**config.mk**
```make
export PLATFORM = sky130hd
export DESIGN_NAME = ram_sp_march_bist
export DESIGN_NICKNAME = d
export VERILOG_FILES = /design/src/rtl/ram_sp_march_bist.sv
export SDC_FILE = /design/constraint.sdc
export NUM_CORES = 1
export LEC_CHECK = 0
export ABC_CLOCK_PERIOD_IN_PS = 6940
export BUFFER_PORTS_ARGS = -buffer_cell sky130_fd_sc_hd__buf_2
export CAP_MARGIN = 20
export CORE_MARGIN = 2
export CORE_UTILIZATION = 30
export DETAILED_ROUTE_END_ITERATION = 6
export SLEW_MARGIN = 20
export SYNTH_ARGS = -nofsm -noshare
export SYNTH_HDL_FRONTEND = slang
export SYNTH_SLANG_ARGS = --single-unit
```
**constraint.sdc**
```tcl
create_clock -name clk -period 6.94 [get_ports clk]
set_clock_uncertainty 0.1 [all_clocks]
set_input_delay 1.041 -clock clk [delete_from_list [all_inputs] [get_ports clk]]
set_output_delay 1.041 -clock clk [all_outputs]
set_load 0.01 [all_outputs]
```
**src/rtl/ram_sp_march_bist.sv**
```systemverilog
// ram_sp_march_bist
//
// Built-in self-test engine for a single-port synchronous RAM. It takes the
// place of the functional master on the RAM port. A start pulse runs one
// full March C- pass, and the engine then reports pass or fail. The six
// elements are:
//
//     up(w0) up(r0,w1) up(r1,w0) down(r0,w1) down(r1,w0) up(r0)
//
// Each element does all of its operations at one address before it moves
// to the next address. Every read is checked one cycle later against the
// RAM's registered read data.
//
// Parameters:
//     DATA_WIDTH  RAM word width
//     ADDR_WIDTH  RAM address width; the depth is 1 << ADDR_WIDTH
//
// Ports:
//     clk        clock; all logic is clocked on the rising edge
//     rst        asynchronous active-high reset
//     start      one-cycle run request; accepted only in IDLE or DONE
//     busy       high while a march runs, including the final drain cycle
//     done       level; set at the end of a run, cleared by an accepted start
//     fail       sticky mismatch flag, cleared by an accepted start
//     ram_addr   RAM address
//     ram_din    RAM write data
//     ram_we     RAM write enable
//     ram_oe     RAM output enable; never high together with ram_we
//     ram_dout   RAM registered read data
//
// Optional feature macro: BIST_FAIL_LOG_EN
//     When this macro is defined, the ports fail_addr, fail_exp and fail_act
//     are added. They hold the address, the expected word and the actual
//     word of the first mismatch in the current run.

module ram_sp_march_bist #(
    parameter int DATA_WIDTH = 4,
    parameter int ADDR_WIDTH = 4
) (
    input  logic                  clk,
    input  logic                  rst,
    input  logic                  start,
    output logic                  busy,
    output logic                  done,
    output logic                  fail,
    output logic [ADDR_WIDTH-1:0] ram_addr,
    output logic [DATA_WIDTH-1:0] ram_din,
    output logic                  ram_we,
    output logic                  ram_oe,
    input  logic [DATA_WIDTH-1:0] ram_dout
`ifdef BIST_FAIL_LOG_EN
    ,
    output logic [ADDR_WIDTH-1:0] fail_addr,
    output logic [DATA_WIDTH-1:0] fail_exp,
    output logic [DATA_WIDTH-1:0] fail_act
`endif
);

    localparam logic [1:0] S_IDLE  = 2'd0;
    localparam logic [1:0] S_RUN   = 2'd1;
    localparam logic [1:0] S_DRAIN = 2'd2;
    localparam logic [1:0] S_DONE  = 2'd3;

    localparam logic [ADDR_WIDTH-1:0] ADDR_ZERO = '0;
    localparam logic [ADDR_WIDTH-1:0] ADDR_LAST = {ADDR_WIDTH{1'b1}};
    localparam logic [ADDR_WIDTH-1:0] ADDR_ONE  = {{(ADDR_WIDTH-1){1'b0}}, 1'b1};

    logic [1:0]            state_q, state_d;
    logic [2:0]            elem_q, elem_d;
    logic [ADDR_WIDTH-1:0] addr_q, addr_d;
    logic                  op_q, op_d;
    logic                  fail_q, fail_d;
    logic                  cmp_valid_q, cmp_valid_d;
    logic [DATA_WIDTH-1:0] exp_q, exp_d;

    logic in_run;
    logic elem_down;
    logic single_op;
    logic op_write;
    logic wr_one;
    logic rd_one;
    logic last_addr;
    logic mismatch;
    logic start_ok;

    // Decode the current element and operation.
    // E0 and E5 have a single operation. E1 to E4 read at op 0 and write
    // at op 1.
    always_comb begin
        in_run    = (state_q == S_RUN);
        elem_down = (elem_q == 3'd3) || (elem_q == 3'd4);
        single_op = (elem_q == 3'd0) || (elem_q == 3'd5);
        op_write  = (elem_q == 3'd0) || (!single_op && op_q);
        wr_one    = (elem_q == 3'd1) || (elem_q == 3'd3);
        rd_one    = (elem_q == 3'd2) || (elem_q == 3'd4);
        last_addr = elem_down ? (addr_q == ADDR_ZERO) : (addr_q == ADDR_LAST);
        mismatch  = cmp_valid_q && (ram_dout != exp_q);
        start_ok  = start && ((state_q == S_IDLE) || (state_q == S_DONE));
    end

    // Sequencer.
    // When the last address of an element is reached, the counter loads the
    // start address of the next element in the same cycle, so no cycle is
    // lost between elements.
    always_comb begin
        state_d     = state_q;
        elem_d      = elem_q;
        addr_d      = addr_q;
        op_d        = op_q;
        fail_d      = fail_q | mismatch;
        cmp_valid_d = in_run && !op_write;
        exp_d       = {DATA_WIDTH{rd_one}};
        case (state_q)
            S_IDLE, S_DONE: begin
                if (start_ok) begin
                    state_d = S_RUN;
                    elem_d  = 3'd0;
                    addr_d  = ADDR_ZERO;
                    op_d    = 1'b0;
                    fail_d  = 1'b0;
                end
            end
            S_RUN: begin
                if (!single_op && !op_q) begin
                    op_d = 1'b1;
                end else begin
                    op_d = 1'b0;
                    if (last_addr) begin
                        if (elem_q == 3'd5) begin
                            state_d = S_DRAIN;
                            addr_d  = ADDR_ZERO;
                        end else begin
                            elem_d = elem_q + 3'd1;
                            addr_d = ((elem_q == 3'd2) || (elem_q == 3'd3)) ? ADDR_LAST : ADDR_ZERO;
                        end
                    end else begin
                        addr_d = elem_down ? (addr_q - ADDR_ONE) : (addr_q + ADDR_ONE);
                    end
                end
            end
            S_DRAIN: begin
                state_d = S_DONE;
            end
            default: begin
                state_d = S_IDLE;
            end
        endcase
    end

    always_ff @(posedge clk or posedge rst) begin
        if (rst) begin
            state_q     <= S_IDLE;
            elem_q      <= 3'd0;
            addr_q      <= ADDR_ZERO;
            op_q        <= 1'b0;
            fail_q      <= 1'b0;
            cmp_valid_q <= 1'b0;
            exp_q       <= '0;
        end else begin
            state_q     <= state_d;
            elem_q      <= elem_d;
            addr_q      <= addr_d;
            op_q        <= op_d;
            fail_q      <= fail_d;
            cmp_valid_q <= cmp_valid_d;
            exp_q       <= exp_d;
        end
    end

    // The RAM port is decoded directly from state flops. Because of this,
    // an asynchronous reset quiets the port at once.
    always_comb begin
        busy     = (state_q == S_RUN) || (state_q == S_DRAIN);
        done     = (state_q == S_DONE);
        fail     = fail_q;
        ram_addr = in_run ? addr_q : ADDR_ZERO;
        ram_we   = in_run && op_write;
        ram_oe   = in_run && !op_write;
        ram_din  = (in_run && op_write) ? {DATA_WIDTH{wr_one}} : '0;
    end

`ifdef BIST_FAIL_LOG_EN
    logic [ADDR_WIDTH-1:0] addr_p_q, addr_p_d;
    logic [ADDR_WIDTH-1:0] fail_addr_q, fail_addr_d;
    logic [DATA_WIDTH-1:0] fail_exp_q, fail_exp_d;
    logic [DATA_WIDTH-1:0] fail_act_q, fail_act_d;

    // addr_p follows the compare pipeline, so a mismatch is logged with the
    // address that was read. Only the first mismatch of a run is kept.
    always_comb begin
        addr_p_d    = addr_q;
        fail_addr_d = fail_addr_q;
        fail_exp_d  = fail_exp_q;
        fail_act_d  = fail_act_q;
        if (start_ok) begin
            fail_addr_d = '0;
            fail_exp_d  = '0;
            fail_act_d  = '0;
        end else if (mismatch && !fail_q) begin
            fail_addr_d = addr_p_q;
            fail_exp_d  = exp_q;
            fail_act_d  = ram_dout;
        end
    end

    always_ff @(posedge clk or posedge rst) begin
        if (rst) begin
            addr_p_q    <= '0;
            fail_addr_q <= '0;
            fail_exp_q  <= '0;
            fail_act_q  <= '0;
        end else begin
            addr_p_q    <= addr_p_d;
            fail_addr_q <= fail_addr_d;
            fail_exp_q  <= fail_exp_d;
            fail_act_q  <= fail_act_d;
        end
    end

    assign fail_addr = fail_addr_q;
    assign fail_exp  = fail_exp_q;
    assign fail_act  = fail_act_q;
`endif

endmodule

```
==> impl_metrics.py <==
metrics = {
    "timing": {
        "fin_crit_ns": 2.94,
        "worst_pin_slew_ns": 0.528,
        "slew_viol_final": 0,
        "fmax_ghz": 0.340,
        "finalSetupTns_ns": 0,
        "rsz0062_at_grt": "false",
        "finalSetupViolations": 0,
        "period_share": 0.424,
        "final_hold_viol_count": 0,
        "slew_headroom": 0.648,
    },
    "final_layout": {
        "layout.cells.non_filler": 151,
        "layout_common_cells": "buf_2, dfrtp_1, inv_1, ha_1, nand2_1",
        "multiInputGateArea_um2": 536,
        "fillers": 304,
        "drive_gt1_frac": 0.220,
        "layout_commonest_cell": "buf_2",
        "register_area_um2": 325,
        "final_nets": 137,
        "stdcell_area_mm2": 0.00107,
        "antennaDiodeCount": 0,
        "syn2layout_area_growth_pct": 14.0,
    },
    "synth": {
        "ys_ff_latch": 13,
        "synth_edf_count": 0,
        "syn-num-nets": 118,
        "async_reset_ff_frac": 1.00,
        "ys_seq_area_frac": 0.347,
        "yosys_warnings": 0,
        "syn_area_per_cell_um2": 9.37,
        "syn_inst": 100,
        "syn-cell-area_um2": 937,
        "ys_types": 34,
        "ys.flop_type": "dfrtp_1",
    },
    "global_routing": {
        "grt_util_met1": 0.146,
        "grt_max_degree": 14,
        "grt_first_pass_wirelength_mm": 3.04,
        "track_usage": 0.117,
        "use_met3": 0.0260,
        "grt_busiest_layer": "met2",
        "antenna_found_initial": 0,
        "grt_overflow": 0,
        "grt_pass1_vias": 682,
        "met2_usage": 0.185,
    },
    "clock_tree": {
        "cts-root-buf": "clkbuf_4",
        "cts_buffer_depth": 2,
        "cts_buffers": 3,
        "post_cts_resized": 0,
        "clock-sinks": 13,
        "cts_setup_buffers": 0,
        "insertion_delay_ns": 0.27,
        "hold_buffers": 0,
        "cts_tree": "yes",
        "htreeDepth": 1,
        "clk_pin_slew_ns": 0.08,
    },
    "pwr": {
        "power.share.clock": 0.155,
        "p_leak_uw": 0.000578,
        "p_seq_frac": 0.335,
        "switching_power_uw": 135,
        "vdd_ir_drop_max_mv": 0.0823,
        "swShare": 0.440,
        "power_frac_comb": 0.510,
        "p_per_area_mw_per_mm2": 287,
        "p_int_uw": 172,
    },
    "setup_path": {
        "ff2ff_path_depth": 10,
        "critPathRequiredTime_ns": 5.80,
        "cp_max_fo": 11,
        "worstReg2RegStart": "elem_q[0]",
        "crit_path_end_kind": "output port",
        "crit_path_max_incr_delay_ns": 0.39,
        "crit_slowest_cell": "dfrtp_1",
        "r2r_slack_ns": 4.40,
        "startpoint_type": "flop",
        "crit_family": "flip-flops",
        "worstPathArrival_ns": 1.80,
        "path_class": "reg2out",
        "crit_top_cell": "inv_1",
        "path_cells": "inv_1, ha_1, inv_1, a21oi_1, and3_1, buf_2",
        "cp_num_buf_inv": 3,
        "r2r-end": "addr_q[3]",
    },
    "detailed_routing": {
        "drcViolationCount": 0,
        "drt_pass1_iterations": 4,
        "viasPerCell": 5.03,
        "drt-initial-drc-count": 36,
        "post_drt_wl_per_cell_um": 12.6,
        "wirelength_mm": 1.90,
        "vias": 759,
        "ant_nets": 0,
    },
    "place": {
        "place_hpwl_mm": 1.49,
        "place_congestion": 0.786,
        "place_inst": 147,
        "post_dp_cell_area_mm2": 0.00104,
        "portBuffers": 19,
    },
    "run": {
        "cap_violations": 0,
    },
    "worst_hold_path": {
        "hold_path.class": "reg2reg",
        "min_to": "fail",
        "hp-start": "cmp_valid_q",
        "min_delay_path_depth": 2,
    },
    "die": {
        "core_area_mm2": 0.00300,
        "die-area_mm2": 0.00359,
        "die-height_um": 59.9,
        "num_rows": 20,
        "ios": 20,
        "die_x_um": 59.9,
        "initial_utilization": 0.312,
    },
    "status": {
        "status": "completed",
    },
}
sequential cells by signal, summed over array words and instances (netlist names):
signal	count
elem_q	3
addr_q	4
fail	1
op_q	1
exp_q	1
state_q	2
cmp_valid_q	1
area by class of cell:
cell class	count	area share
repair buffers	19	0.0890
well taps	33	0.0386
inverters	12	0.0422
clock buffers	4	0.0246
flip-flops and latches	13	0.304
multi-input cells	70	0.501
how the worst max path moves through the flow:
| stage | from | endpoint | slack [ns] | cells after the start |
|---|---|---|---|---|
| 2_1_floorplan | state_q[1] | ram_din[1] | 4.17 | 7 |
| 3_3_place_gp | state_q[1] | ram_din[2] | 4.35 | 6 |
| 3_5_place_dp | state_q[1] | ram_din[3] | 4.31 | 6 |
| 4_1_cts | state_q[1] | ram_din[3] | 3.99 | 6 |
| 5_1_grt | state_q[1] | ram_din[2] | 3.84 | 6 |
| 6_report | state_q[1] | ram_din[0] | 4.00 | 6 |
synth_stat cells (all sizes together) (2+ instances only):
cell	n	area share
inv	12	0.048
nor2	5	0.020
and3	3	0.020
and2	2	0.013
a31oi	2	0.013
o22ai	2	0.013
dfrtp	13	0.35
mux2i	2	0.039
nand2	8	0.032
a21o	3	0.024
nand2b	4	0.027
a22o	4	0.037
o21ai	4	0.021
ha	10	0.13
a21oi	6	0.032
buf	4	0.029
metrics by stage:
stage	power [uW]	hold slack (ns)	utilization	setup slack, ns
2_1_floorplan	217	0.386	-	4.17
3_3_place_gp	255	0.411	0.347	4.35
3_5_place_dp	260	0.410	0.347	4.31
4_1_cts	309	0.429	0.356	3.99
5_1_grt	334	0.473	0.356	3.84
6_report	307	0.421	0.356	4.00
worst reg2reg max path, cell delays in order, from the launching register on:
cell and delay [ns]:
dfrtp_1 0.41, inv_1 0.10, ha_1 0.28, mux2i_4 0.28, inv_1 0.12, ha_1 0.28, a21o_1 0.17, a21oi_1 0.17
xnor2_1 0.16, o21ai_0 0.11, a22o_1 0.25
routing by layer:
metal	wire length (um)	vias up	share of wire
met5	0	-	0
met4	30	0	0.016
met3	66	4	0.035
met2	914	16	0.48
met1	885	353	0.47
li1	-	386	-
power by group through the flow:
stage	logic, uW	registers, uW	clock network (uW)
after floorplan	116	100	0
after global placement	151	104	0
after detailed placement	156	104	0
after CTS	157	103	49.3
after global routing	176	105	53.5
final	157	103	47.6
kinds of logic after synthesis:
family	synth area share
buffers and inverters	0.0814
and+or+nand+nor	0.156
adders and majority gates	0.155
xor gates and xnor gates	0.0187
AOI/OAI and AO/OA	0.191
muxes	0.0507
DFF	0.347
(Power assumes the default switching activity.)
